### config.mk
export PLATFORM = sky130hd
export DESIGN_NAME = simple_dma_ctrl
export DESIGN_NICKNAME = d
export VERILOG_FILES = /design/src/rtl/dma_ctrl_pkg.sv /design/src/rtl/dma_ctrl_cnt.sv /design/src/rtl/simple_dma_ctrl.sv
export SDC_FILE = /design/constraint.sdc
export NUM_CORES = 1
export LEC_CHECK = 0
export BUFFER_PORTS_ARGS = -buffer_cell sky130_fd_sc_hd__buf_2
export CAP_MARGIN = 20
export CORE_ASPECT_RATIO = 0.7
export CORE_MARGIN = 3
export CORE_UTILIZATION = 50
export CTS_CLUSTER_DIAMETER = 30
export DETAILED_ROUTE_END_ITERATION = 6
export HOLD_SLACK_MARGIN = 0.12
export PLACE_DENSITY = 0.8
export REMOVE_ABC_BUFFERS = 1
export SLEW_MARGIN = 20
export SYNTH_ARGS = -nofsm -noshare
export SYNTH_HDL_FRONTEND = slang
export SYNTH_SLANG_ARGS = --single-unit
### constraint.sdc
create_clock -name clk -period 2.6 [get_ports clk]
set_clock_uncertainty 0.1 [all_clocks]
set_input_delay 0.26 -clock clk [delete_from_list [all_inputs] [get_ports clk]]
set_output_delay 0.26 -clock clk [all_outputs]
set_load 0.1 [all_outputs]
### src/rtl/dma_ctrl_pkg.sv
// Shared encodings for the simple DMA controller: FSM states, transfer direction
// and the full-word byte-enable pattern.
package dma_ctrl_pkg;

    typedef enum logic [2:0] {
        IDLE,
        WAIT_DEV,
        BUS,
        RD_DATA,
        NEXT,
        DONE
    } dma_state_e;

    localparam logic       DIR_RD  = 1'b1;
    localparam logic       DIR_WR  = 1'b0;
    localparam logic [1:0] WE_WORD = 2'b11;

endpackage

### src/rtl/dma_ctrl_cnt.sv
// Word address register and remaining-word down-counter for one DMA block.
// Load takes priority over step; the counter saturates at zero.
module dma_ctrl_cnt #(
    parameter int ADDR_STEP = 2
) (
    input  logic        clk,
    input  logic        reset_n,
    input  logic        load,
    input  logic        step,
    input  logic [14:0] load_addr,
    input  logic [15:0] load_cnt,
    output logic [14:0] addr,
    output logic        zero
);

    // Byte step converted to words; the 15-bit add wraps 0x7FFF -> 0x0000.
    localparam logic [14:0] ADDR_INC = 15'(ADDR_STEP / 2);

    logic [14:0] addr_q, addr_d;
    logic [15:0] cnt_q, cnt_d;

    always_comb begin
        addr_d = addr_q;
        cnt_d  = cnt_q;
        if (load) begin
            addr_d = load_addr;
            cnt_d  = load_cnt;
        end else if (step && (cnt_q != 16'd0)) begin
            addr_d = addr_q + ADDR_INC;
            cnt_d  = cnt_q - 16'd1;
        end
    end

    always_ff @(posedge clk or negedge reset_n) begin
        if (!reset_n) begin
            addr_q <= '0;
            cnt_q  <= '0;
        end else begin
            addr_q <= addr_d;
            cnt_q  <= cnt_d;
        end
    end

    assign addr = addr_q;
    assign zero = (cnt_q == 16'd0);

endmodule

### src/rtl/simple_dma_ctrl.sv
// Block DMA between a paced peripheral and the openMSP430 DMA memory port.
// Define DMA_CTRL_ERR_EN to end a block on dma_resp and expose the sticky dma_err output.
//
// state    | meaning
// IDLE     | waiting for dma_rqst; block parameters latched on request
// WAIT_DEV | waiting for dev_ack before the next word
// BUS      | memory access presented, held until dma_ready
// RD_DATA  | read data returned by memory, handed to the device
// NEXT     | word finished; next word or end of block
// DONE     | end flag raised until dma_rqst falls
module simple_dma_ctrl
    import dma_ctrl_pkg::*;
#(
    parameter logic DMA_PRIO  = 1'b0,
    parameter int   ADDR_STEP = 2
) (
    input  logic        clk,
    input  logic        reset_n,
    input  logic        dma_rqst,
    input  logic        dma_rd_wr,
    input  logic [15:0] dma_start_address,
    input  logic [15:0] dma_num_words,
    input  logic        dev_ack,
    input  logic [15:0] dev_out,
    output logic [15:0] dev_in,
    output logic        dma_ack,
    output logic        dma_end_flag,
    output logic [14:0] dma_addr,
    output logic [15:0] dma_din,
    output logic        dma_en,
    output logic [1:0]  dma_we,
    input  logic [15:0] dma_dout,
    input  logic        dma_ready,
    input  logic        dma_resp,
`ifdef DMA_CTRL_ERR_EN
    output logic        dma_err,
`endif
    output logic        dma_priority,
    output logic        dma_wkup
);

    dma_state_e  state_q, state_d;
    logic        dir_q, dir_d;
    logic [15:0] din_q, din_d;
    logic [15:0] dev_in_q, dev_in_d;
    logic        ack_q, ack_d;
    logic        end_q, end_d;
    logic        abort_q, abort_d;
    logic        cnt_load, cnt_step, cnt_zero;
    logic [14:0] cnt_addr;
    logic        resp_err;
    logic        unused_in;

`ifdef DMA_CTRL_ERR_EN
    assign resp_err = dma_resp;
`else
    assign resp_err = 1'b0;
`endif
    assign unused_in = ^{dma_start_address[0], dma_resp};

    dma_ctrl_cnt #(
        .ADDR_STEP (ADDR_STEP)
    ) u_cnt (
        .clk       (clk),
        .reset_n   (reset_n),
        .load      (cnt_load),
        .step      (cnt_step),
        .load_addr (dma_start_address[15:1]),
        .load_cnt  (dma_num_words),
        .addr      (cnt_addr),
        .zero      (cnt_zero)
    );

    always_comb begin
        state_d  = state_q;
        dir_d    = dir_q;
        din_d    = din_q;
        dev_in_d = dev_in_q;
        ack_d    = 1'b0;
        abort_d  = abort_q;
        cnt_load = 1'b0;
        cnt_step = 1'b0;
        case (state_q)
            IDLE: begin
                abort_d = 1'b0;
                if (dma_rqst) begin
                    cnt_load = 1'b1;
                    dir_d    = dma_rd_wr;
                    state_d  = (dma_num_words == 16'd0) ? DONE : WAIT_DEV;
                end
            end
            WAIT_DEV: begin
                if (!dma_rqst) begin
                    state_d = IDLE;
                end else if (dev_ack) begin
                    din_d   = dev_out;
                    state_d = BUS;
                end
            end
            BUS: begin
                // A request drop here only takes effect once the access is granted.
                if (!dma_rqst) begin
                    abort_d = 1'b1;
                end
                if (dma_ready) begin
                    if (resp_err) begin
                        state_d = DONE;
                    end else if (dir_q == DIR_RD) begin
                        state_d = RD_DATA;
                    end else begin
                        ack_d    = 1'b1;
                        cnt_step = 1'b1;
                        state_d  = (abort_q || !dma_rqst) ? IDLE : NEXT;
                    end
                end
            end
            RD_DATA: begin
                dev_in_d = dma_dout;
                ack_d    = 1'b1;
                cnt_step = 1'b1;
                state_d  = (abort_q || !dma_rqst) ? IDLE : NEXT;
            end
            NEXT: begin
                state_d = cnt_zero ? DONE : WAIT_DEV;
            end
            DONE: begin
                if (!dma_rqst) begin
                    state_d = IDLE;
                end
            end
            default: begin
                state_d = IDLE;
            end
        endcase
        end_d = (state_q == DONE) && dma_rqst;
    end

    always_ff @(posedge clk or negedge reset_n) begin
        if (!reset_n) begin
            state_q  <= IDLE;
            dir_q    <= DIR_WR;
            din_q    <= '0;
            dev_in_q <= '0;
            ack_q    <= 1'b0;
            end_q    <= 1'b0;
            abort_q  <= 1'b0;
        end else begin
            state_q  <= state_d;
            dir_q    <= dir_d;
            din_q    <= din_d;
            dev_in_q <= dev_in_d;
            ack_q    <= ack_d;
            end_q    <= end_d;
            abort_q  <= abort_d;
        end
    end

`ifdef DMA_CTRL_ERR_EN
    logic err_q, err_d;

    always_comb begin
        err_d = err_q;
        if ((state_q == IDLE) && dma_rqst) begin
            err_d = 1'b0;
        end else if ((state_q == BUS) && dma_ready && dma_resp) begin
            err_d = 1'b1;
        end
    end

    always_ff @(posedge clk or negedge reset_n) begin
        if (!reset_n) begin
            err_q <= 1'b0;
        end else begin
            err_q <= err_d;
        end
    end

    assign dma_err = err_q;
`endif

    assign dma_en       = (state_q == BUS);
    assign dma_we       = ((state_q == BUS) && (dir_q == DIR_WR)) ? WE_WORD : 2'b00;
    assign dma_addr     = cnt_addr;
    assign dma_din      = din_q;
    assign dev_in       = dev_in_q;
    assign dma_ack      = ack_q;
    assign dma_end_flag = end_q;
    assign dma_priority = DMA_PRIO;
    assign dma_wkup     = dma_rqst & ~end_q;

endmodule

==> metrics.txt, run 1 <==
outcome completed; die outline area 0.00820 mm2; die height 76.7 um; cell with the most instances after synthesis dfrtp_1; critical path endpoint category flip-flop; logic depth of the worst register-to-register path 8; worst slack on hold paths 0.149 ns; Filler cells 472; source-to-sink clock delay at the later pin of the worst-skew pair between 0.3 and 0.4 ns; number of antenna violations at the first check in global routing 0; deepest level of the CTS H-tree 3; placed wire-length estimate after detailed placement just under 7000 um; register area 0.00175 mm2; WP buf/inv 2; total via count in the routed design 3459; synthesized flop and latch total 70; main flop type after synthesis dfrtp_1; maximum clock rate 409 MHz; post-placement worst setup slack 0.205 ns; number of detailed-route iterations in the first pass 5; TritonCTS clock tree done; cell area after placement 0.00432 mm2; number of clock sinks seen by CTS 70; maximum number of pins on one net before global-route repair 43; top cell type's share of synthesized area 49.1%; sequential area share after synthesis between 40% and 50%; routed vias/inst about 5.6; leading area contributor after synthesis dfrtp_1; wire length of the first global-routing pass 17200 um; diode count 0; area of the core region 0.00685 mm2; area grow syn2layout 43.7%; shortest clock period the worst path allows after layout around 2.4 ns; Endpoint, Worst Hold u_cnt.cnt_q[5]; hold depth 3; Critical Path Slowest Stage Cell dfrtp_1; combined area of all synthesized cells 0.00357 mm2; slack of the worst reg-to-reg path 0.15 ns; input/output buffers approximately 120; Worst-Margin Slew 0.701 ns; combined area of the multi-input logic cells 0.00166 mm2; crit-path cells inv_1 > ha_1 > nor4b_4 > nand4_2 > o21a_1 > buf_12 > a311oi_1 > nor3b_1; Net count, final 597; cell chosen for the clock root clkbuf_8; Max-Slew Margin vs Limit 53.2%; DIE WIDTH 107 um; boundary pin count 125; Total GRT Usage 26.6%; number of rows created at floorplan 25; asr flop ratio synth 100%; required time reported for the critical path endpoint 2.73 ns; synthesized instance count 335; number of enable flip-flop cells after synthesis 0; Synth area leaders dfrtp_1, mux2_2, nand2_1, nor2_1, nor3_1; number of warnings reported in the yosys synthesis log 0; Hold Fails Final Rpt 0; element type at the critical path start flip-flop; final number of max-transition violations 0; detailed router's first-iteration violation count 221; routability congestion estimate from global placement 0.917; design area ~0.0051 mm2; Max-cap violations 0; syn_area_per_cell approximately 11 um2; maximum count of clock buffers along a single path 2; number of setup violations in the final report 0; CP max stage delay 0.44 ns; share of final-layout standard cells stronger than drive strength 1 roughly two fifths; worst r2r src u_cnt.cnt_q[0]; critical-path maximum fanout 21; share of the clock period used by the worst path after layout between 90 and 100%; setup repair after global routing missed its margin yes; average routed wire per standard cell 17.0 um; setup slack of the critical path after layout between 0.15 and 0.2 ns; # DRC 0; classification of the worst setup path reg2reg; wire length reported by the detailed router 10600 um; Post-CTS Setup Inserts 0; clock edge transition at the registers on the reported setup and hold paths about 0.080 ns; number of gates on the worst path with buffers counted 8; Cell variety after synth 62; overflow left after global routing 0; TritonCTS Buffers 9; number of global-route vias before repair 3457; class of the worst hold path in2reg; kind of cell with the highest combined delay on the critical path compound AO/OA/AOI/OAI gates; cell types with the highest counts after synthesis dfrtp_1, mux2_2, nand2_1; setup TNS 0 ns; post-route ant nets 0; Min-Delay Startpoint dma_num_words[5]; Critical R2R Capture u_cnt.addr[6]; signal arrival time at the worst endpoint 2.57 ns; Initial Util between 50% and 60%
worst register-to-register path: cells and delay by family (launching register included):
family	cells	cell delay, ns
AOI/OAI and AO/OA	2	0.68
adders and majority gates	1	0.24
buffers and inverters	2	0.34
DFF	1	0.44
and+or+nand+nor	3	0.52
routing by layer:
| metal | vias to the layer above | GRT usage, % | share of wire, % | routed length (um) |
|---|---|---|---|---|
| met5 | - | 0 | 0 | 0 |
| met4 | 0 | 9.96 | 2.3 | 246 |
| met3 | 23 | 5.38 | 5.9 | 625 |
| met2 | 133 | 44.3 | 51 | 5400 |
| met1 | 1674 | 34.5 | 41 | 4350 |
| li1 | 1629 | - | - | - |
repair_timing:
| item | in CTS | in global routing |
|---|---|---|
| setup endpoints to repair | 0 | 1 |
| hold buffers | 60 | 0 |
| endpoints found under the hold margin | 87 | 0 |
| gates resized for setup | 0 | 0 |
cell usage in the layout, fill, tap and decap left out, types with 3 or more instances in the layout:
cell,Yosys,final
buf_2,5,121
a31oi_1,7,7
mux2i_1,4,4
and2_1,3,3
or4_1,4,4
buf_4,2,14
and3_1,4,4
a211oi_1,3,3
nor2_1,23,23
nor3_1,17,17
inv_1,9,9
xor2_1,3,3
clkinvlp_4,0,3
nor4_1,5,5
o21ai_0,9,9
clkbuf_8,0,10
or3_1,6,6
o21ai_1,3,3
o211ai_1,5,5
o22ai_1,5,5
dfrtp_1,70,70
nand3_1,13,13
nand2_1,29,29
nor2b_1,3,3
dlygate4sd3_1,0,60
o221a_1,3,3
mux2_2,32,32
o221a_2,4,4
nand4_1,4,4
a21oi_1,6,6
registers in the layout, indices dropped and copies added, names as in the netlist:
signal / flops
u_cnt.addr: 15
abort_q: 1
dir_q: 1
state_q: 3
u_cnt.cnt_q: 16
dev_in: 16
dma_ack: 1
dma_din: 16
dma_end_flag: 1
area by class of cell:
cell class / count / area share, %
Clock buffer: 10 / 2.68
Clock inverter: 6 / 1.37
Inverter: 10 / 0.732
Multi-Input combinational cell: 236 / 32.4
Sequential cell: 70 / 34.2
Tap cell: 94 / 2.29
Timing Repair Buffer: 197 / 26.4
metrics by stage:
step / cells / util, %
6_report: 623 / 74.8
5_1_grt: 623 / 74.8
4_1_cts: 623 / 74.8
3_5_place_dp: 547 / 63.0
3_3_place_gp: 547 / 63.0
2_1_floorplan: 316 / -
logic make-up (layout without fill, tap and decap cells):
family / Yosys count / in the layout / share of synthesized area (%)
DFF: 70 / 70 / 49.1
adders and majority gates: 2 / 2 / 0.701
buffers and inverters: 29 / 223 / 4.38
xor gates and xnor gates: 3 / 3 / 0.736
and+or+nand+nor: 125 / 125 / 18.9
other: 1 / 1 / 0.105
muxes: 36 / 36 / 11.2
AOI/OAI and AO/OA: 69 / 69 / 14.9
how the worst max path moves through the flow:
stage                   start        endpoint  slack, ns
2_1_floorplan      state_q[1]       dma_we[0]      -2.41
3_3_place_gp   u_cnt.cnt_q[0]   u_cnt.addr[7]       0.29
3_5_place_dp   u_cnt.cnt_q[0]   u_cnt.addr[6]       0.20
4_1_cts        u_cnt.cnt_q[0]   u_cnt.addr[6]       0.19
5_1_grt        u_cnt.cnt_q[0]  u_cnt.addr[10]     -0.007
6_report       u_cnt.cnt_q[0]   u_cnt.addr[6]       0.15
Power of run 1 is not shown: default switching activity piles up to over one toggle a cycle in this logic, so the estimate is an artifact.
==> inputs of run 2 (changes only) <==
CORE_UTILIZATION = 40   (was 50)
PLACE_DENSITY = 0.66   (was 0.8)
SLEW_MARGIN = default   (was 20)
==> run 2 against run 1 <==
  * Clock-buffer cell count unchanged
  * Worst setup slack improved by 0.11 ns
  * Non-clock buffer count decreased by 7
  * Wire length decreased by 1.0%
  * Sequential share of layout area decreased by 0.34 points
  * Critical path depth unchanged
==> metrics.txt, run 2 (synthesis results as in run 1) <==
outcome completed; combined area of the multi-input logic cells approximately 0.0017 mm2; number of antenna violations at the first check in global routing 0; maximum count of clock buffers along a single path 2; share of the clock period used by the worst path after layout ~90%; Max-cap violations 0; required time reported for the critical path endpoint 2.70 ns; critical path endpoint category flip-flop; area grow syn2layout 45.1%; Filler cells 714; wire length reported by the detailed router around 11000 um; cell count after placement roughly 580; Worst-Margin Slew roughly 0.7 ns; wire length of the first global-routing pass around 18000 um; post-route ant nets 0; TritonCTS Buffers 9; number of detailed-route iterations in the first pass 4; Total GRT Usage 21.5%; DIE WIDTH 119 um; area of the core region 0.00855 mm2; total via count in the routed design 3426; number of rows created at floorplan 28; TritonCTS clock tree done; number of gates given a new drive strength after cts 0; boundary pin count 125; element type at the critical path start flip-flop; cell chosen for the clock root clkbuf_16; clock edge transition at the registers on the reported setup and hold paths 0.06 ns; Max-Slew Margin vs Limit around 55%; class of the worst hold path in2reg; commonest cells after routing, fill and taps aside buf_2, dfrtp_1, dlygate4sd3_1, mux2_2, nand2_1; input/output buffers 121; number of global-route vias before repair 3475; die height 85.0 um; worst setup path startpoint u_cnt.cnt_q[0]; placed wire-length estimate after detailed placement 6960 um; routability congestion estimate from global placement 0.840; register area ~0.0018 mm2; share of final-layout standard cells stronger than drive strength 1 just under 40%; leading cell type in the layout, fill and taps excluded buf_2; setup repair after global routing missed its margin no; source-to-sink clock delay at the later pin of the worst-skew pair 0.33 ns; detailed router's first-iteration violation count roughly 250; die outline area 0.0101 mm2; critical-path maximum fanout 14; deepest level of the CTS H-tree 3; classification of the worst setup path reg2reg; final number of max-transition violations 0; routed vias/inst 5.33; average routed wire per standard cell 16.3 um; Net count, final between 500 and 600; number of clock sinks seen by CTS 70; number of setup violations in the final report 0; non-filler instance count after layout between 600 and 700; Min-Delay Startpoint dma_start_address[7]; overflow left after global routing 0; worst r2r src u_cnt.cnt_q[0]; # DRC 0; Hold Fails Final Rpt 0; maximum clock rate 428 MHz; shortest clock period the worst path allows after layout 2.34 ns; signal arrival time at the worst endpoint 2.43 ns; maximum number of pins on one net before global-route repair 32; Initial Util a little over two fifths
-- run 2: cell types whose count changed in the layout (fill, tap and decap cells not counted), sizes merged --
cell	previous run	this run
dlygate4sd3	60	51
buf	137	139
inv	11	12
diode	0	1
clkinv	1	0
-- run 2: layer usage --
layer  up-vias  global-route usage (%)  wire [um]
li1       1626                       -          -
met1      1650                    30.2       4890
met2       140                    33.1       4740
met3        10                    6.26        798
met4         0                    5.47         83
met5         -                       0          0
-- run 2: repair_timing --
item                                   CTS  global route
hold buffers                            51             0
setup buffers                            0             0
endpoints found under the hold margin   79             0
-- run 2: stage by stage --
step           TNS (ns)  setup slack (ns)  cell area (um2)  hold slack [ns]  utilization, %
6_report              0             0.263             5180            0.132            60.6
5_1_grt               0            0.0773             5170            0.132            60.5
4_1_cts               0             0.269             5170            0.123            60.5
3_5_place_dp          0             0.282             4370            0.233            51.1
3_3_place_gp          0             0.339             4370            0.227            51.1
2_1_floorplan     -4.81             -2.41             3450           -0.136               -
-- run 2: worst max-delay path, stage by stage (launching register included) --
cell and delay, ns:
dfrtp_1 0.42, inv_1 0.10, ha_1 0.22, nor4b_4 0.26, nand4_2 0.15, o21a_1 0.35, buf_4 0.26, a211oi_1 0.27
a311oi_2 0.07
-- run 2: final cells by class --
type                    count  area share [%]
flip-flops and latches     70            33.8
diodes                      1          0.0483
inverters                  10           0.725
clock inverters             6            1.35
clock buffers              10            4.42
multi-input cells         236            32.1
repair buffers            190            24.6
well taps                 120            2.90
-- run 2: worst paths after layout --
kind	endpoint	slack, ns	cells past startpoint
hold reg to reg	dev_in[2]	0.40	1
hold / removal	u_cnt.addr[6]	0.13	3
max in group asynchronous	state_q[1]	1.34	3
min in group asynchronous	dma_din[15]	0.39	2
setup / recovery	u_cnt.addr[4]	0.26	8
setup reg to reg	u_cnt.addr[4]	0.26	8
Power of run 2 is left out for the same reason.
